$ cat config.mk
export PLATFORM = sky130hd
export DESIGN_NAME = word_framer
export DESIGN_NICKNAME = d
export VERILOG_FILES = /design/src/rtl/word_framer_pkg.sv /design/src/rtl/frame_addr_gen.sv /design/src/rtl/word_framer.sv
export SDC_FILE = /design/constraint.sdc
export NUM_CORES = 1
export LEC_CHECK = 0
export ABC_AREA = 1
export BUFFER_PORTS_ARGS = -buffer_cell sky130_fd_sc_hd__buf_2
export CAP_MARGIN = 20
export CORE_UTILIZATION = 50
export DETAILED_ROUTE_END_ITERATION = 7
export PLACE_DENSITY_LB_ADDON = 0.15
export SYNTH_ARGS = -nofsm -noshare
export SYNTH_HDL_FRONTEND = slang
export SYNTH_SLANG_ARGS = --single-unit
$ cat constraint.sdc
create_clock -name i_clk -period 18.8 [get_ports i_clk]
set_clock_uncertainty 0.15 [all_clocks]
set_input_delay 3.76 -clock i_clk [delete_from_list [all_inputs] [get_ports i_clk]]
set_output_delay 3.76 -clock i_clk [all_outputs]
set_load 0.02 [all_outputs]
$ cat src/rtl/word_framer_pkg.sv
// Shared types and constants for the word framer: FSM state encoding, sample stride, default frame geometry.
package word_framer_pkg;

  typedef enum logic [1:0] {
    ST_IDLE,
    ST_CHECK,
    ST_EMIT,
    ST_DONE
  } state_t;

  localparam int SAMPLE_BYTES  = 2;
  localparam int DEF_FRAME_LEN = 400;
  localparam int DEF_FRAME_HOP = 160;

endpackage

$ cat src/rtl/frame_addr_gen.sv
// Combinational frame geometry for frame idx of a word: addresses, emittable/pad flags, next-frame emittable.
// WORD_FRAMER_ZERO_PAD_EN: a partial tail frame (start inside the word) is emittable and flagged pad.
module frame_addr_gen
  import word_framer_pkg::*;
#(
  parameter int FRAME_LEN = DEF_FRAME_LEN,
  parameter int FRAME_HOP = DEF_FRAME_HOP,
  parameter int ADDR_W    = 32
) (
  input  logic [ADDR_W-1:0] word_start,
  input  logic [ADDR_W-1:0] word_end,
  input  logic [ADDR_W-1:0] idx,
  output logic [ADDR_W-1:0] frame_start,
  output logic [ADDR_W-1:0] frame_end,
  output logic              fit,
  output logic              pad,
  output logic              next_fit
);

  // Wide enough that idx*hop plus the word start can never wrap, so any
  // address beyond ADDR_W simply compares greater than the word end.
  localparam int WW = 2 * ADDR_W + 2;
  localparam logic [WW-1:0] HOP_B  = WW'(FRAME_HOP * SAMPLE_BYTES);
  localparam logic [WW-1:0] SPAN_B = WW'((FRAME_LEN - 1) * SAMPLE_BYTES);

  logic [WW-1:0] wend;
  logic [WW-1:0] start_w;
  logic [WW-1:0] end_w;
  logic [WW-1:0] nstart_w;
  logic          full;

  always_comb begin
    wend     = WW'(word_end);
    start_w  = WW'(word_start) + WW'(idx) * HOP_B;
    end_w    = start_w + SPAN_B;
    nstart_w = start_w + HOP_B;
    full     = (end_w <= wend);
  end

  assign frame_start = start_w[ADDR_W-1:0];
  assign frame_end   = end_w[ADDR_W-1:0];

`ifdef WORD_FRAMER_ZERO_PAD_EN
  assign fit      = (start_w <= wend);
  assign pad      = !full;
  assign next_fit = (nstart_w <= wend);
`else
  logic nfull;
  assign nfull    = ((nstart_w + SPAN_B) <= wend);
  assign fit      = full;
  assign pad      = 1'b0;
  assign next_fit = nfull;
`endif

endmodule

$ cat src/rtl/word_framer.sv
// Acks clipped words and splits them into overlapping frame descriptors: ack at N+1, first frame at N+2, one frame/cycle.
// Descriptors hold while !i_frame_ready; WORD_FRAMER_ZERO_PAD_EN adds a padded tail frame.
module word_framer
  import word_framer_pkg::*;
#(
  parameter int FRAME_LEN = DEF_FRAME_LEN,
  parameter int FRAME_HOP = DEF_FRAME_HOP,
  parameter int ADDR_W    = 32,
  parameter int IDX_W     = 16
) (
  input  logic              i_clk,
  input  logic              i_rst,
  input  logic              i_word_valid,
  input  logic [ADDR_W-1:0] i_word_start,
  input  logic [ADDR_W-1:0] i_word_end,
  input  logic              i_clip_done,
  output logic              o_word_ack,
  output logic              o_frame_valid,
  input  logic              i_frame_ready,
  output logic [ADDR_W-1:0] o_frame_start,
  output logic [ADDR_W-1:0] o_frame_end,
  output logic [IDX_W-1:0]  o_frame_idx,
  output logic              o_frame_last,
  output logic              o_frame_pad,
  output logic              o_done
);

  localparam int XW = ADDR_W + IDX_W;

  state_t            state;
  logic [ADDR_W-1:0] word_start;
  logic [ADDR_W-1:0] word_end;
  logic [ADDR_W-1:0] frame_cnt;
  logic [ADDR_W-1:0] gen_idx;
  logic [ADDR_W-1:0] gen_start;
  logic [ADDR_W-1:0] gen_end;
  logic              gen_fit;
  logic              gen_pad;
  logic              gen_next_fit;
  logic [IDX_W-1:0]  sat_idx;
  logic              load;

  // One generator serves both paths: frame 0 in CHECK, frame k+1 in EMIT.
  assign gen_idx = (state == ST_EMIT) ? frame_cnt + ADDR_W'(1) : '0;

  frame_addr_gen #(
    .FRAME_LEN (FRAME_LEN),
    .FRAME_HOP (FRAME_HOP),
    .ADDR_W    (ADDR_W)
  ) u_gen (
    .word_start  (word_start),
    .word_end    (word_end),
    .idx         (gen_idx),
    .frame_start (gen_start),
    .frame_end   (gen_end),
    .fit         (gen_fit),
    .pad         (gen_pad),
    .next_fit    (gen_next_fit)
  );

  always_comb begin
    if (XW'(gen_idx) > XW'({IDX_W{1'b1}})) sat_idx = '1;
    else                                    sat_idx = IDX_W'(gen_idx);
  end

  assign load = ((state == ST_CHECK) && !(word_end < word_start) && gen_fit) ||
                ((state == ST_EMIT) && i_frame_ready && !o_frame_last);

  always_ff @(posedge i_clk) begin
    if (i_rst) begin
      state         <= ST_IDLE;
      word_start    <= '0;
      word_end      <= '0;
      frame_cnt     <= '0;
      o_word_ack    <= 1'b0;
      o_frame_valid <= 1'b0;
      o_frame_start <= '0;
      o_frame_end   <= '0;
      o_frame_idx   <= '0;
      o_frame_last  <= 1'b0;
      o_frame_pad   <= 1'b0;
      o_done        <= 1'b0;
    end else begin
      o_word_ack <= 1'b0;

      if (load) begin
        frame_cnt     <= gen_idx;
        o_frame_valid <= 1'b1;
        o_frame_start <= gen_start;
        o_frame_end   <= gen_end;
        o_frame_idx   <= sat_idx;
        o_frame_last  <= !gen_next_fit;
        o_frame_pad   <= gen_pad;
      end

      case (state)
        ST_IDLE: begin
          if (i_word_valid) begin
            word_start <= i_word_start;
            word_end   <= i_word_end;
            o_word_ack <= 1'b1;
            state      <= ST_CHECK;
          end else if (i_clip_done) begin
            o_done <= 1'b1;
            state  <= ST_DONE;
          end
        end
        ST_CHECK: state <= load ? ST_EMIT : ST_IDLE;
        ST_EMIT: begin
          if (i_frame_ready && o_frame_last) begin
            o_frame_valid <= 1'b0;
            state         <= ST_IDLE;
          end
        end
        ST_DONE: o_done <= 1'b1;
        default: state <= ST_IDLE;
      endcase
    end
  end

endmodule

* Yosys cells after proc, flatten, opt, wreduce, memory -nomap -nowiden *
Index checks and enable logic that the tools add are counted.

cells by class
  $lt $le $gt $ge = 4
  bitwise logic cells = 1
  multiply operators = 1
  mux-type cells = 14
  $add $sub $neg = 5
  reduce and logical (&&, ||, !) cells = 16
  eq/ne operators = 7

operator list
  operator                                                          count
  adder 66 x 10 -> 66 bit (second input constant)                   2
  <= comparator 66 x 32 -> 1 bit                                    2
  adder 66 x 9 -> 66 bit (second input constant)                    1
  adder 32 x 41 -> 42 bit                                           1
  multiplier 32 x 3 -> 35 bit (second input constant)               1
  adder 32 x 1 -> 32 bit (second input constant)                    1
  greater-than comparator 32 x 16 -> 1 bit (second input constant)  1
  less-than comparator 32 bit                                       1
  two-way mux 32 bit                                                1
  two-way mux 16 bit                                                1
  two-way mux 2 bit                                                 4
  two-way mux 1 bit                                                 6
  case mux 2 bit (3 select lines)                                   1
  AND reduction 3 bit                                               2
  logical AND 1 bit                                                 5
  == test 2 bit (second input constant)                             2
  != test 2 bit (second input constant)                             2
  zero test 1 bit                                                   3
  != test 3 bit (second input constant)                             1
  nonzero test 3 bit                                                1
  == test 2 x 1 -> 1 bit (second input constant)                    1
  zero test 2 bit                                                   1
  != test 2 x 1 -> 1 bit (second input constant)                    1
  case mux 1 bit (2 select lines)                                   1
  other kinds (5)                                                   5

word-level totals
  bits in registers = 182

* Logic depth before layout (Yosys ltp) *
  depth after elaboration = 11
  mapped depth = 55
  gate-level depth less buffers = 53

* Modules after synthesis *
From an unflattened synthesis, not the netlist that was laid out.

unflattened totals
  cell total of the unflattened synthesis = 2,790
  area total of the unflattened synthesis = 16,937.5 um2

modules (own cells, without submodules)
  module          seq. area each (um2)  cells an instance  instances  area each (um2)
  word_framer     3,663.5               1,335              1          9,007.4
  frame_addr_gen  0.0                   1,455              1          7,930.1

* Least setup slack after synthesis *
OpenSTA, ideal clock, no wires.

  kind = register to register
  from = register state[0]
  to = register frame_cnt[30]
  arrival = 7.078 ns
  stages on the path, launching flop included = 54
  setup time = 0.113 ns
  slack = 11.459 ns
  period minus slack after synthesis = 7.341 ns
  cells stage by stage = dfxtp_1 -> inv_1 -> ha_1 -> clkbuf_1 -> inv_1 -> clkbuf_1 -> clkbuf_1 -> nor2_1 -> nand2_1 -> inv_1 -> ha_1 -> ha_1 -> fa_1 -> nand3_1 -> nand3_1 -> nand2_1 -> nand2_1 -> nand2_1 -> (+18 left out) -> o21ai_0 -> a21oi_1 -> nand2_1 -> nand2_1 -> nand2_1 -> nand2_1 -> nand2_1 -> a21oi_1 -> nand4_1 -> a21o_1 -> nor2_1 -> nand2_2 -> nand2_4 -> buf_8 -> buf_8 -> nand2_1 -> nand2_1 -> nor2_1

between the ends
  cells in the longest elaborated chain, start to end = 8

RTL lines
  item                            RTL line              text
  start, declared                 word_framer.sv:30     state_t state;
  start signal, assigned          word_framer.sv:108    ST_CHECK: state <= load ? ST_EMIT : ST_IDLE;
  == test 2 bit                   word_framer.sv:44     assign gen_idx = (state == ST_EMIT) ? frame_cnt + ADDR_W'(1) : '0;
  two-way mux 32 bit              word_framer.sv:44
  named net gen_idx[3]            word_framer.sv:34     logic [ADDR_W-1:0] gen_idx;
  multiplier 32 x 3 -> 35 bit     frame_addr_gen.sv:34  start_w = WW'(word_start) + WW'(idx) * HOP_B;
  adder 32 x 41 -> 42 bit         frame_addr_gen.sv:34
  adder 66 x 10 -> 66 bit         frame_addr_gen.sv:35  end_w = start_w + SPAN_B;
  named net gen_end[25]           word_framer.sv:36     logic [ADDR_W-1:0] gen_end;
  <= comparator 66 x 32 -> 1 bit  frame_addr_gen.sv:37  full = (end_w <= wend);
  logical AND 1 bit               word_framer.sv:66     assign load = ((state == ST_CHECK) && !(word_end < word_start) && gen_fit) ||
  logical OR 1 bit                word_framer.sv:66
  end signal, assigned            word_framer.sv:87     frame_cnt <= gen_idx;
  end, declared                   word_framer.sv:33     logic [ADDR_W-1:0] frame_cnt;

The timed path passes the listed nets, and every way through them passes these cells.
A chain may end at the register's enable or synchronous reset.

* Worst setup path in the final report *
  from = register state[0]
  to = register frame_cnt[23]

Same word-level chain as after synthesis.

==> metrics.txt <==
Routability Congestion 0.938; buffers added on ports approximately 150; Worst-path clk slew 0.07 ns; Final nets 2959; post-layout util 56.1%; Post-synth top cells nand2_1, nor2_1, inv_1, ha_1, dfxtp_1; ANT nets after route 0; Slew HR 27.8%; Clock Tree Buf Depth 2; mapped cell area approximately 16000 um^2; layout cells sized above 1 roughly a tenth; PnR worst setup slack 8.94 ns; final hold slack between 0.2 and 0.3 ns; cts hold-fix bufs 0; postcts setup bufs 0; CTS tree yes; maxcap violations 0; top-area cell type share of the netlist area 22.3%; crit path kind register to register; Avg Cell Area, Syn 6.25 um^2; # H-tree levels 4; Slew Limit Fails 0; CP max-delay cell buf_4; Setup WS pre-CTS ~9 ns; Critical Path RT 19.00 ns; clock sink count ~180; DR WL/cell about 18 um; crit path max fanout just over 100; Yosys top cell by area dfxtp_1; Max VDD drop ~0.095 mV; fin crit period around 9.9 ns; largest net degree at the start of global routing 128; PD cells 137 nW/um^2; DR vias approximately 17000; Die W 182 um; CP peak stage delay 0.88 ns; prevailing post-synth register cell dfxtp_1; post-detail-place hpwl 45100 um; Yosys cell types 51; first-pass GRT wire length around 85000 um; io pins roughly 150; yosys warns 0; period utilization 52.5%; count leader, synth nand2_1; Fin. Hold Viols 0; Design Area, Final 17800 um^2; vias in the first global route around 15000; Detailed Route WL between 50000 and 60000 um; grt ovf 0; Async SR Flop Fraction 0%; initial core utilization around 51%; Startpoint Class register; clk root buf clkbuf_16; RSZ-0062 raised after global routing false; Die Y between 150 and 200 um; core region area approximately 32000 um^2; post-CTS sizing 0; Area growth, synth to finish 9.59%; DP Area approximately 17000 um^2; Placed Cells 3089; CTS Buf Count 17; drc violations 0; Tot GR Track Use approximately a third; leading post-synthesis cells by cell area dfxtp_1, nand2_1, ha_1; Die Footprint 33200 um^2; Worst Tran Pin Value 1.08 ns; n_diodes 0; Peak Freq just over 100 MHz; most used cell, CP nand2_1; first drt pass iteration count 7; status finished clean; filler cell count about 3200; Critical Path Sink Type register; final cell count without fillers 3121; Synth Instances 2595; sequential fraction of the synthesis area 22.3%; Core Rows between 60 and 70; syn nets around 2800; Worst-Skew Late Latency between 0.4 and 0.5 ns; crit path DAT slightly above 10 ns; final setup fails 0; overall power between 2 and 2.5 mW; Vias/cell approximately 5.5; Hold Path Class register to register; static leakage roughly 9.3 nW; initial antenna violation count 0; EDFF count, synth 0; register bit count reported by yosys approximately 180; setup TNS 0 ns; drt initial violations 1384
## layout make-up
type	count	area [um^2]	area share (%)
Multi-Input combinational cell	1986	10900	61.1
Sequential cell	181	3620	20.4
Inverter	359	1350	7.59
Timing Repair Buffer	161	828	4.66
Tap cell	402	503	2.83
Clock buffer	18	439	2.47
Clock inverter	14	169	0.950
## sequential cells by signal, summed over array words and instances, names as in the netlist
name	cells
frame_cnt	32
o_frame_start	32
word_end	32
word_start	32
o_frame_end	31
o_frame_idx	16
state	2
o_done	1
o_frame_last	1
o_frame_valid	1
o_word_ack	1
## routing by layer
| metal | part of all wire (%) | up-vias | GRT usage [%] | routed length [um] |
|---|---|---|---|---|
| met5 | 0 | - | 0 | 0 |
| met4 | 2.7 | 0 | 11.2 | 1480 |
| met3 | 7.9 | 69 | 6.77 | 4350 |
| met2 | 39 | 621 | 45.6 | 21300 |
| met1 | 51 | 7792 | 50.3 | 27800 |
| li1 | - | 8575 | - | - |
## final timing paths
path | startpoint | to | slack, ns | cells past startpoint
setup / recovery | state[0] | frame_cnt[23] | 8.94 | 45
hold / removal | o_done | o_done | 0.30 | 2
setup reg to reg | state[0] | frame_cnt[23] | 8.94 | 45
hold reg to reg | o_done | o_done | 0.30 | 2
## critical path, delay by kind of cell (launching register included)
kind,cells,cell delay [ns]
simple gates,28,3.94
compound gates,4,0.50
flops,1,0.34
xor+xnor,3,0.91
buf+inv,5,1.62
fa+ha+maj,5,2.20
## cell usage in the layout (no fill, tap or decap), types with 4 or more instances in the layout
cell,count
inv_1,336
nand3_1,138
buf_2,152
clkbuf_16,17
nor4_1,13
a31oi_1,8
o21bai_1,4
o21ai_0,96
xnor2_1,17
nor2_2,11
o211ai_1,4
inv_6,5
buf_4,9
nor2_1,372
xor2_2,4
ha_1,182
nand3b_1,41
nor3_1,43
nand2_1,669
a21oi_2,20
xor2_1,70
nand2_2,27
inv_2,19
nand4_1,49
a21oi_1,166
o21ai_1,7
dfxtp_1,181
a211oi_1,8
## power by group
part	leakage, nW	internal, mW	switching [mW]	total (mW)
clock network	0.299	0.204	0.178	0.383
logic	7.51	0.465	0.960	1.43
registers	1.48	0.526	0.108	0.634
## cells by family (layout without fill, tap and decap cells)
group / Yosys count / in the layout / synth area share (%)
AND/OR/NAND/NOR: 1384 / 1384 / 36.4
buffers and inverters: 428 / 552 / 10.7
AO/OA/AOI/OAI: 325 / 325 / 11.0
adder cells (fa/ha/maj): 184 / 184 / 14.3
flip-flops: 181 / 181 / 22.3
XOR/XNOR: 92 / 92 / 5.20
other: 1 / 1 / 0.0231
Power figures use the tool's default switching activity.
